File: config.mk
export PLATFORM = sky130hd
export DESIGN_NAME = dmem_arbiter
export DESIGN_NICKNAME = d
export VERILOG_FILES = /design/src/rtl/dmem_arbiter_pkg.sv /design/src/rtl/dmem_arb_fsm.sv /design/src/rtl/dmem_arbiter.sv
export SDC_FILE = /design/constraint.sdc
export NUM_CORES = 1
export LEC_CHECK = 0
export BUFFER_PORTS_ARGS = -buffer_cell sky130_fd_sc_hd__buf_2
export CAP_MARGIN = 20
export CORE_AREA = 4 4 113 115
export CTS_BUF_LIST = sky130_fd_sc_hd__clkbuf_16
export DETAILED_ROUTE_END_ITERATION = 10
export DIE_AREA = 0 0 117 119
export GPL_ROUTABILITY_DRIVEN = 1
export PLACE_DENSITY = 0.62
export SLEW_MARGIN = 25
export SYNTH_ARGS = -nofsm -noshare
export SYNTH_HDL_FRONTEND = slang
export SYNTH_SLANG_ARGS = --single-unit
export TNS_END_PERCENT = 20
File: constraint.sdc
create_clock -name clk -period 2.6 [get_ports clk]
set_input_delay 0.52 -clock clk [delete_from_list [all_inputs] [get_ports clk]]
set_output_delay 0.52 -clock clk [all_outputs]
set_load 0.02 [all_outputs]
File: src/rtl/dmem_arbiter_pkg.sv
// Shared types for the data-memory arbiter: priority state and grant codes.
package dmem_arbiter_pkg;

    localparam int unsigned GRANT_W = 2;

    typedef logic [GRANT_W-1:0] grant_t;

    localparam grant_t GRANT_NONE = 2'd0;
    localparam grant_t GRANT_CPU  = 2'd1;
    localparam grant_t GRANT_HOST = 2'd2;

    // Which requester wins the next contended cycle.
    typedef enum logic {
        PRI_CPU  = 1'b0,
        PRI_HOST = 1'b1
    } arb_state_t;

endpackage

File: src/rtl/dmem_arb_fsm.sv
// Alternating-priority arbiter core for the shared data memory.
// Ports:
//   clk, reset - clock and synchronous active-high reset
//   cpu_act    - processor load or store pending
//   host_req   - host access pending
//   grant_c    - combinational grant code for this cycle
//   state      - priority state register
module dmem_arb_fsm
    import dmem_arbiter_pkg::*;
(
    input  logic       clk,
    input  logic       reset,
    input  logic       cpu_act,
    input  logic       host_req,
    output grant_t     grant_c,
    output arb_state_t state
);

    arb_state_t state_next;

    // Priority state register.
    always_ff @(posedge clk) begin
        if (reset) begin
            state <= PRI_CPU;
        end else begin
            state <= state_next;
        end
    end

    // Grant decode; only contention moves the priority, to the loser.
    always_comb begin
        state_next = state;
        grant_c    = GRANT_NONE;
        if (cpu_act && host_req) begin
            if (state == PRI_CPU) begin
                grant_c    = GRANT_CPU;
                state_next = PRI_HOST;
            end else begin
                grant_c    = GRANT_HOST;
                state_next = PRI_CPU;
            end
        end else if (cpu_act) begin
            grant_c = GRANT_CPU;
        end else if (host_req) begin
            grant_c = GRANT_HOST;
        end
    end

endmodule

File: src/rtl/dmem_arbiter.sv
// Shares the single-port data memory between the processor load/store path
// and an external host port. Grants and memory controls are combinational;
// host read data is registered and returned one cycle after grant.
// Ports:
//   clk, reset          - clock and synchronous active-high reset
//   cpu_re/we/addr/wdata - processor request; cpu_rdata, cpu_stall back
//   host_req/we/addr/wdata - host request; host_gnt, host_rdata, host_rvalid back
//   mem_re/we/addr/wdata - data memory controls; mem_rdata from memory
module dmem_arbiter
    import dmem_arbiter_pkg::*;
#(
    parameter int unsigned DATA_WIDTH = 32,
    parameter int unsigned ADDR_WIDTH = 32
) (
    input  logic                  clk,
    input  logic                  reset,
    input  logic                  cpu_re,
    input  logic                  cpu_we,
    input  logic [ADDR_WIDTH-1:0] cpu_addr,
    input  logic [DATA_WIDTH-1:0] cpu_wdata,
    output logic [DATA_WIDTH-1:0] cpu_rdata,
    output logic                  cpu_stall,
    input  logic                  host_req,
    input  logic                  host_we,
    input  logic [ADDR_WIDTH-1:0] host_addr,
    input  logic [DATA_WIDTH-1:0] host_wdata,
    output logic                  host_gnt,
    output logic [DATA_WIDTH-1:0] host_rdata,
    output logic                  host_rvalid,
    output logic                  mem_re,
    output logic                  mem_we,
    output logic [ADDR_WIDTH-1:0] mem_addr,
    output logic [DATA_WIDTH-1:0] mem_wdata,
    input  logic [DATA_WIDTH-1:0] mem_rdata
);

    logic       cpu_act;
    logic       cpu_grant;
    logic       host_rd_gnt;
    grant_t     grant;
    arb_state_t state;

    assign cpu_act = cpu_re | cpu_we;

    dmem_arb_fsm u_fsm (
        .clk      (clk),
        .reset    (reset),
        .cpu_act  (cpu_act),
        .host_req (host_req),
        .grant_c  (grant),
        .state    (state)
    );

    assign cpu_grant   = (grant == GRANT_CPU);
    // Host accesses are suppressed while reset is held.
    assign host_gnt    = host_req & (grant == GRANT_HOST) & ~reset;
    assign host_rd_gnt = host_gnt & ~host_we;

    assign cpu_stall = cpu_act & ~cpu_grant;
    assign cpu_rdata = cpu_grant ? mem_rdata : '0;

    // Memory port mux; re+we together from the CPU is treated as a write.
    always_comb begin
        mem_re    = 1'b0;
        mem_we    = 1'b0;
        mem_addr  = '0;
        mem_wdata = '0;
        if (cpu_grant) begin
            mem_re    = cpu_re & ~cpu_we;
            mem_we    = cpu_we & ~reset;
            mem_addr  = cpu_addr;
            mem_wdata = cpu_wdata;
        end else if (host_gnt) begin
            mem_re    = ~host_we;
            mem_we    = host_we;
            mem_addr  = host_addr;
            mem_wdata = host_wdata;
        end
    end

    // Host read data register; rdata holds until the next host read grant.
    always_ff @(posedge clk) begin
        if (reset) begin
            host_rvalid <= 1'b0;
            host_rdata  <= '0;
        end else begin
            host_rvalid <= host_rd_gnt;
            if (host_rd_gnt) begin
                host_rdata <= mem_rdata;
            end
        end
    end

    a_reset_prio: assert property (@(posedge clk) reset |=> (state == PRI_CPU));

endmodule
==> results of run 1 <==
[cells in the final DEF (no fill, tap or decap)]
master	n
sky130_fd_sc_hd__buf_2	298
sky130_fd_sc_hd__nand2_1	123
sky130_fd_sc_hd__o21ai_0	49
sky130_fd_sc_hd__and2_1	34
sky130_fd_sc_hd__dfxtp_1	34
sky130_fd_sc_hd__nand3_1	32
sky130_fd_sc_hd__o21ai_1	29
sky130_fd_sc_hd__a22o_1	19
sky130_fd_sc_hd__buf_4	6
sky130_fd_sc_hd__clkbuf_16	5
sky130_fd_sc_hd__nor2_1	4
sky130_fd_sc_hd__buf_12	3
sky130_fd_sc_hd__bufinv_16	2
sky130_fd_sc_hd__a2bb2oi_4	1
sky130_fd_sc_hd__nor2b_4	1
sky130_fd_sc_hd__o21bai_2	1
sky130_fd_sc_hd__nand2b_1	1
sky130_fd_sc_hd__a32oi_1	1
sky130_fd_sc_hd__nor3b_4	1
sky130_fd_sc_hd__a22oi_1	1
sky130_fd_sc_hd__a21oi_1	1
sky130_fd_sc_hd__inv_1	1
sky130_fd_sc_hd__xor2_1	1
sky130_fd_sc_hd__clkinv_4	1
[synth_stat cells, drive strengths merged (4+ instances only)]
cell type	number
clkbuf	13
nand2	123
buf	22
a22o	19
and2	34
dfxtp	34
o21ai	78
nand3	32
nor2	4
[worst min-delay path, stage by stage, from the launching register on]
cell	delay (ns)
sky130_fd_sc_hd__dfxtp_1	0.30
sky130_fd_sc_hd__nand2_1	0.05
sky130_fd_sc_hd__o21ai_1	0.05
[area by class of cell]
cell class	count	area, sq um
clock buffers	5	125
clock inverters	3	68.8
inverters	1	3.75
well taps	147	184
fillers	1290	7640
repair buffers	307	1600
multi-input cells	299	1510
flip-flops and latches	34	681
[state kept, by name, indices dropped and copies added, names as in the netlist]
name / cells
host_rdata: 32
host_rvalid: 1
u_fsm.state: 1
[layer usage]
metal	routed length, microns	vias up	track usage (%)
li1	-	1790	-
met1	4800	1467	18.8
met2	5430	176	24.9
met3	1090	14	3.46
met4	151	0	3.08
met5	0	-	0
[power by group]
part	internal (W)	switching, W	total [W]
sequential	0.000543	0.0000123	0.000555
combinational	0.000305	0.000492	0.000797
clock	0.000551	0.000228	0.000778
total	0.00140	0.000732	0.00213
[worst paths after layout]
path         cells past startpoint              to
max                              5          mem_re
min                              2  host_rdata[25]
max reg2reg                      5   host_rdata[7]
min reg2reg                      2  host_rdata[25]
[cells by family after synthesis]
group / count (synthesis) / share of synthesized area (%)
buf+inv: 36 / 7.96
flops: 34 / 28.9
simple gates: 196 / 37.3
compound gates: 102 / 25.5
xor+xnor: 1 / 0.371
[stage by stage]
step	instances	hold slack, ns	utilization, %	instance area (sq um)	power, W
after floorplan	369	0.527	-	2360	0.00102
after global placement	788	0.434	33.7	3980	0.00137
after detailed placement	788	0.437	33.7	3980	0.00137
after CTS	796	0.446	35.3	4170	0.00216
after global routing	796	0.466	35.3	4170	0.00224
final	796	0.443	35.3	4170	0.00213
==> run_results.csv, run 1 <==
group,metric,value,unit
status,status,"finished, final reports clean",
placement,post-place-ws,0.339,ns
floorplan,floorplan.die.height,119,microns
yosys,synth_area,2360,sq um
worst_setup_path,category_of_cells_accounting_for_the_largest_share_of_critical_path_delay,"buffers and inverters",
yosys,synth_edf_count,0,
global_route,antenna_found_initial,0,
placement,globalplace.congestion,0.835,
pwr,ir_drop,0.000243,V
sta,rsz_0062_raised_after_global_routing,"no",
sta,layout_setup_ws,0.281,ns
worst_setup_path,crit_path_top_delay_cell,"sky130_fd_sc_hd__dfxtp_1",
final_layout,drive_above_1_share,49.2,%
yosys,post_synthesis_async_set_or_reset_flop_share,0,%
final_layout,insertedDiodeCount,0,
sta,max_freq,0.431,GHz
worst_setup_path,timing.critical_path.required,2.08,ns
worst_setup_path,worstSetupStartpointType,"register",
pwr,power.density,511,nW/um^2
sta,worst_tran_pin_value,0.358,ns
route,drt-total-wl,11.5,mm
route,route.detailed.wl_per_inst,14.4,microns
worst_setup_path,max_stage_delay,0.45,ns
cts,tritoncts_clock_tree,"built",
floorplan,std_cell_rows,40,
yosys,synth.top_cell.area_share,28.9,%
sta,number_of_setup_violations_in_the_final_report,0,
global_route,global_route.usage.total,14.7,%
sta,period_minus_slack,2.32,ns
sta,clock_skew,0.00732,ns
yosys,synth_top_flop_cell,"sky130_fd_sc_hd__dfxtp_1",
global_route,globalRoute.totalOverflow,0,
floorplan,die_w,117,microns
worst_setup_path,cp_num_buf_inv,2,
sta,layout_worst_path_cycle_share,89.2,%
global_route,first_pass_grt_wire_length,16.6,mm
yosys,synthesis.instances,369,
worst_setup_path,cp_max_fo,34,
yosys,yosys-top-cells-area,"sky130_fd_sc_hd__dfxtp_1 29%, sky130_fd_sc_hd__nand2_1 20%, sky130_fd_sc_hd__o21ai_0 10%",
floorplan,starting_utilization_of_the_core_area,20.0,%
cts,post-cts-setup-buffer-count,0,
cts,cts_repair_resize_count,0,
worst_setup_path,critical_path_arrival,1.80,ns
sta,relSlewSlack,76.1,%
hold_path,worst_hold_startpoint,"host_rdata[25]",
route,post_drt_via_cell_ratio,4.33,
cts,clockBufferDepth,2,
final_layout,synth_to_final_area_change,76.9,%
cts,cts_made_buffers,5,
cts,cell_at_the_root_of_the_clock_tree,"sky130_fd_sc_hd__clkbuf_16",
route,vias,3447,
final_layout,num-nets-final,814,
route,drt.antenna.violating_nets,0,
global_route,grt_pass1_vias,3192,
floorplan,coreArea,11800,sq um
yosys,ys.warnings.count,0,
floorplan,ioPinCount,299,
worst_setup_path,cp-startpoint,"u_fsm.state",
route,remaining_drc_errors,0,
worst_setup_path,crit_path_cell_trace,"o21bai_2, buf_4, a22oi_1, a21oi_1, buf_2",
cts,clkSinkCount,34,
placement,hpwl,9.19,mm
worst_setup_path,critical_path_class,"register to output pin",
sta,maxSlewViolCount,0,
yosys,share_of_the_yosys_chip_area_belonging_to_registers,28.9,%
cts,insertion_delay,0.28,ns
global_route,grt_max_degree,74,
yosys,synth_area_leader_cell,"sky130_fd_sc_hd__dfxtp_1",
cts,cts_hold_buffers,0,
route,initialDrtViolationCount,227,
hold_path,worst_min_delay_path_category,"register to register",
worst_setup_path,setup.worst_path.end_class,"output pin",
pwr,power.leakage,2.25,nW
yosys,syn-mean-instance-area,6.39,sq um
route,dr.pass1.iters,5,
cts,path_clk_slew,0.06,ns
worst_setup_path,timing.rr.start,"u_fsm.state",
job,cap_violations,0,
sta,finalHoldViolCount,0,
sta,setup_tns,0,ns
placement,place.port_buffers,298,
yosys,ys_ff_latch,34,
floorplan,die_area,13900,sq um
cts,clock_tree.htree_level_count,2,
yosys,synth_nets,535,
worst_setup_path,rrSetupSlack,0.96,ns
yosys,post_synth_num_cell_types,23,
(Power assumes the default switching activity.)
==> run 2: changes to the inputs <==
- MAX_ROUTING_LAYER: unset -> met4
==> run 2 against run 1 <==
  * Critical path depth stayed put
  * Clock skew barely moved
  * Die area did not move
  * Critical endpoint unchanged
==> run_results.csv, run 2 (synthesis gave the netlist of run 1 again) <==
group,metric,value,unit
route,detail_route.wirelength.met1,4.93,mm
sta,period_minus_slack,2.31,ns
final_layout,largest_register,"host_rdata",
floorplan,floorplan.die.height,119,microns
pwr,part_of_the_total_power_dissipated_in_the_clock_network,36.6,%
final_layout,drive_above_1_share,49.2,%
route,met2_length,5.44,mm
pwr,netSwitchingFraction,34.4,%
sta,worst_tran_pin_value,0.351,ns
final_layout,synth_to_final_area_change,76.9,%
global_route,global_route.usage.total,15.0,%
global_route,first_pass_grt_wire_length,16.6,mm
sta,finalHoldViolCount,0,
route,initialDrtViolationCount,236,
cts,cts_made_buffers,5,
sta,setup_tns,0,ns
route,post_drt_via_cell_ratio,4.33,
cts,cell_at_the_root_of_the_clock_tree,"sky130_fd_sc_hd__clkbuf_16",
pwr,power.density,511,nW/um^2
route,drt-total-wl,11.5,mm
final_layout,layout_common_cells,"298 x sky130_fd_sc_hd__buf_2, 123 x sky130_fd_sc_hd__nand2_1, 49 x sky130_fd_sc_hd__o21ai_0",
worst_setup_path,ff2ff_path_depth,5,
pwr,share_comb_of_total_power,37.4,%
sta,layout_setup_ws,0.287,ns
hold_path,worst_min_delay_path_category,"register to register",
route,dr.pass1.iters,5,
sta,clock_skew,0.00740,ns
worst_setup_path,worstSetupStartpointType,"register",
global_route,globalRoute.totalOverflow,0,
final_layout,num-nets-final,814,
placement,placed_cells_incl_taps,788,
final_layout,largest_registers,"host_rdata (32), host_rvalid (1), u_fsm.state (1)",
worst_setup_path,cp_max_fo,34,
sta,number_of_setup_violations_in_the_final_report,0,
worst_setup_path,rrSetupSlack,0.96,ns
worst_setup_path,reg2reg_to,"host_rdata[7]",
route,wl_met3,965,microns
sta,maxSlewViolCount,0,
floorplan,starting_utilization_of_the_core_area,20.0,%
sta,max_freq,0.432,GHz
cts,insertion_delay,0.28,ns
cts,clkSinkCount,34,
pwr,ir_drop,0.000243,V
route,vias,3446,
worst_setup_path,timing.rr.start,"u_fsm.state",
final_layout,layout_commonest_cell,"sky130_fd_sc_hd__buf_2",
floorplan,die_w,117,microns
global_route,grt_max_degree,74,
status,status,"finished, final reports clean",
worst_setup_path,critical_path_arrival,1.79,ns
worst_setup_path,critical_path_class,"register to output pin",
cts,tritoncts_clock_tree,"built",
pwr,power.leakage,2.25,nW
pwr,power.internal,0.00140,W
final_layout,largest_reg_flops,32,
final_layout,finish.cell_count_without_fillers,796,
placement,post-place-ws,0.339,ns
final_layout,finish.utilization,35.3,%
route,route.detailed.wl_per_inst,14.4,microns
route,highest_layer,"met4",
cts,cts_repair_resize_count,0,
cts,cts_hold_buffers,0,
pwr,p_seq_share,26.0,%
worst_setup_path,setup.worst_path.end_class,"output pin",
sta,relSlewSlack,76.6,%
final_layout,insertedDiodeCount,0,
sta,layout_worst_path_cycle_share,88.9,%
route,remaining_drc_errors,0,
job,cap_violations,0,
route,drt.antenna.violating_nets,0,
global_route,grt_pass1_vias,3189,
cts,post-cts-setup-buffer-count,0,
cts,path_clk_slew,0.06,ns
placement,place.port_buffers,298,
sta,rsz_0062_raised_after_global_routing,"no",
floorplan,die_area,13900,sq um
cts,clockBufferDepth,2,
floorplan,coreArea,11800,sq um
hold_path,worst_hold_startpoint,"host_rdata[25]",
hold_path,timing.hold.worst_path_depth,2,
floorplan,std_cell_rows,40,
placement,place_area,3980,sq um
pwr,power.switching,0.000734,W
floorplan,ioPinCount,299,
placement,hpwl,9.19,mm
cts,clock_tree.htree_level_count,2,
worst_setup_path,timing.critical_path.required,2.08,ns
placement,globalplace.congestion,0.848,
global_route,antenna_found_initial,0,
final_layout,stdcell_area,4170,sq um
hold_path,endpoint_with_the_worst_hold_slack,"host_rdata[25]",
-- run 2: cell counts in the layout (fill, tap and decap cells not counted) --
No cell type changed its count.
-- run 2: worst max-delay path by stage --
| stage | end | start |
|---|---|---|
| finish | mem_re | u_fsm.state |
| detailed placement | mem_re | cpu_we |
| global route | mem_re | u_fsm.state |
| CTS | mem_re | u_fsm.state |
| global placement | mem_re | cpu_we |
| floorplan | mem_addr[0] | host_req |
-- run 2: layout make-up --
cell class / instances / area [sq um]
tap: 147 / 184
sequential: 34 / 681
timing repair buffer: 307 / 1600
inverter: 1 / 3.75
multi-input combinational: 299 / 1510
clock buffer: 5 / 125
clock inverter: 3 / 68.8
fill: 1290 / 7640
-- run 2: per-layer routing --
metal / vias to the layer above / track usage [%]
met4: 0 / 3.08
met2: 174 / 24.9
met5: - / -
met3: 14 / 2.79
met1: 1468 / 19.1
li1: 1790 / -
-- run 2: stage by stage --
stage | total power (W) | hold slack (ns)
global placement | 0.00137 | 0.434
detailed placement | 0.00137 | 0.437
floorplan | 0.00102 | 0.527
global route | 0.00224 | 0.466
finish | 0.00213 | 0.443
CTS | 0.00216 | 0.446
-- run 2: power groups by stage --
stage          registers [W]  clock network (W)  logic (W)
6_report            0.000555           0.000780   0.000797
3_3_place_gp        0.000565                  0   0.000807
2_1_floorplan       0.000590                  0   0.000428
3_5_place_dp        0.000566                  0   0.000804
5_1_grt             0.000557           0.000819   0.000864
4_1_cts             0.000555           0.000798   0.000808
-- run 2: critical path, stage by stage, from the launching register on --
cell                       delay [ns]
sky130_fd_sc_hd__dfxtp_1         0.45
sky130_fd_sc_hd__o21bai_2        0.17
sky130_fd_sc_hd__buf_4           0.34
sky130_fd_sc_hd__a22oi_1         0.12
sky130_fd_sc_hd__a21oi_1         0.23
sky130_fd_sc_hd__buf_2           0.21
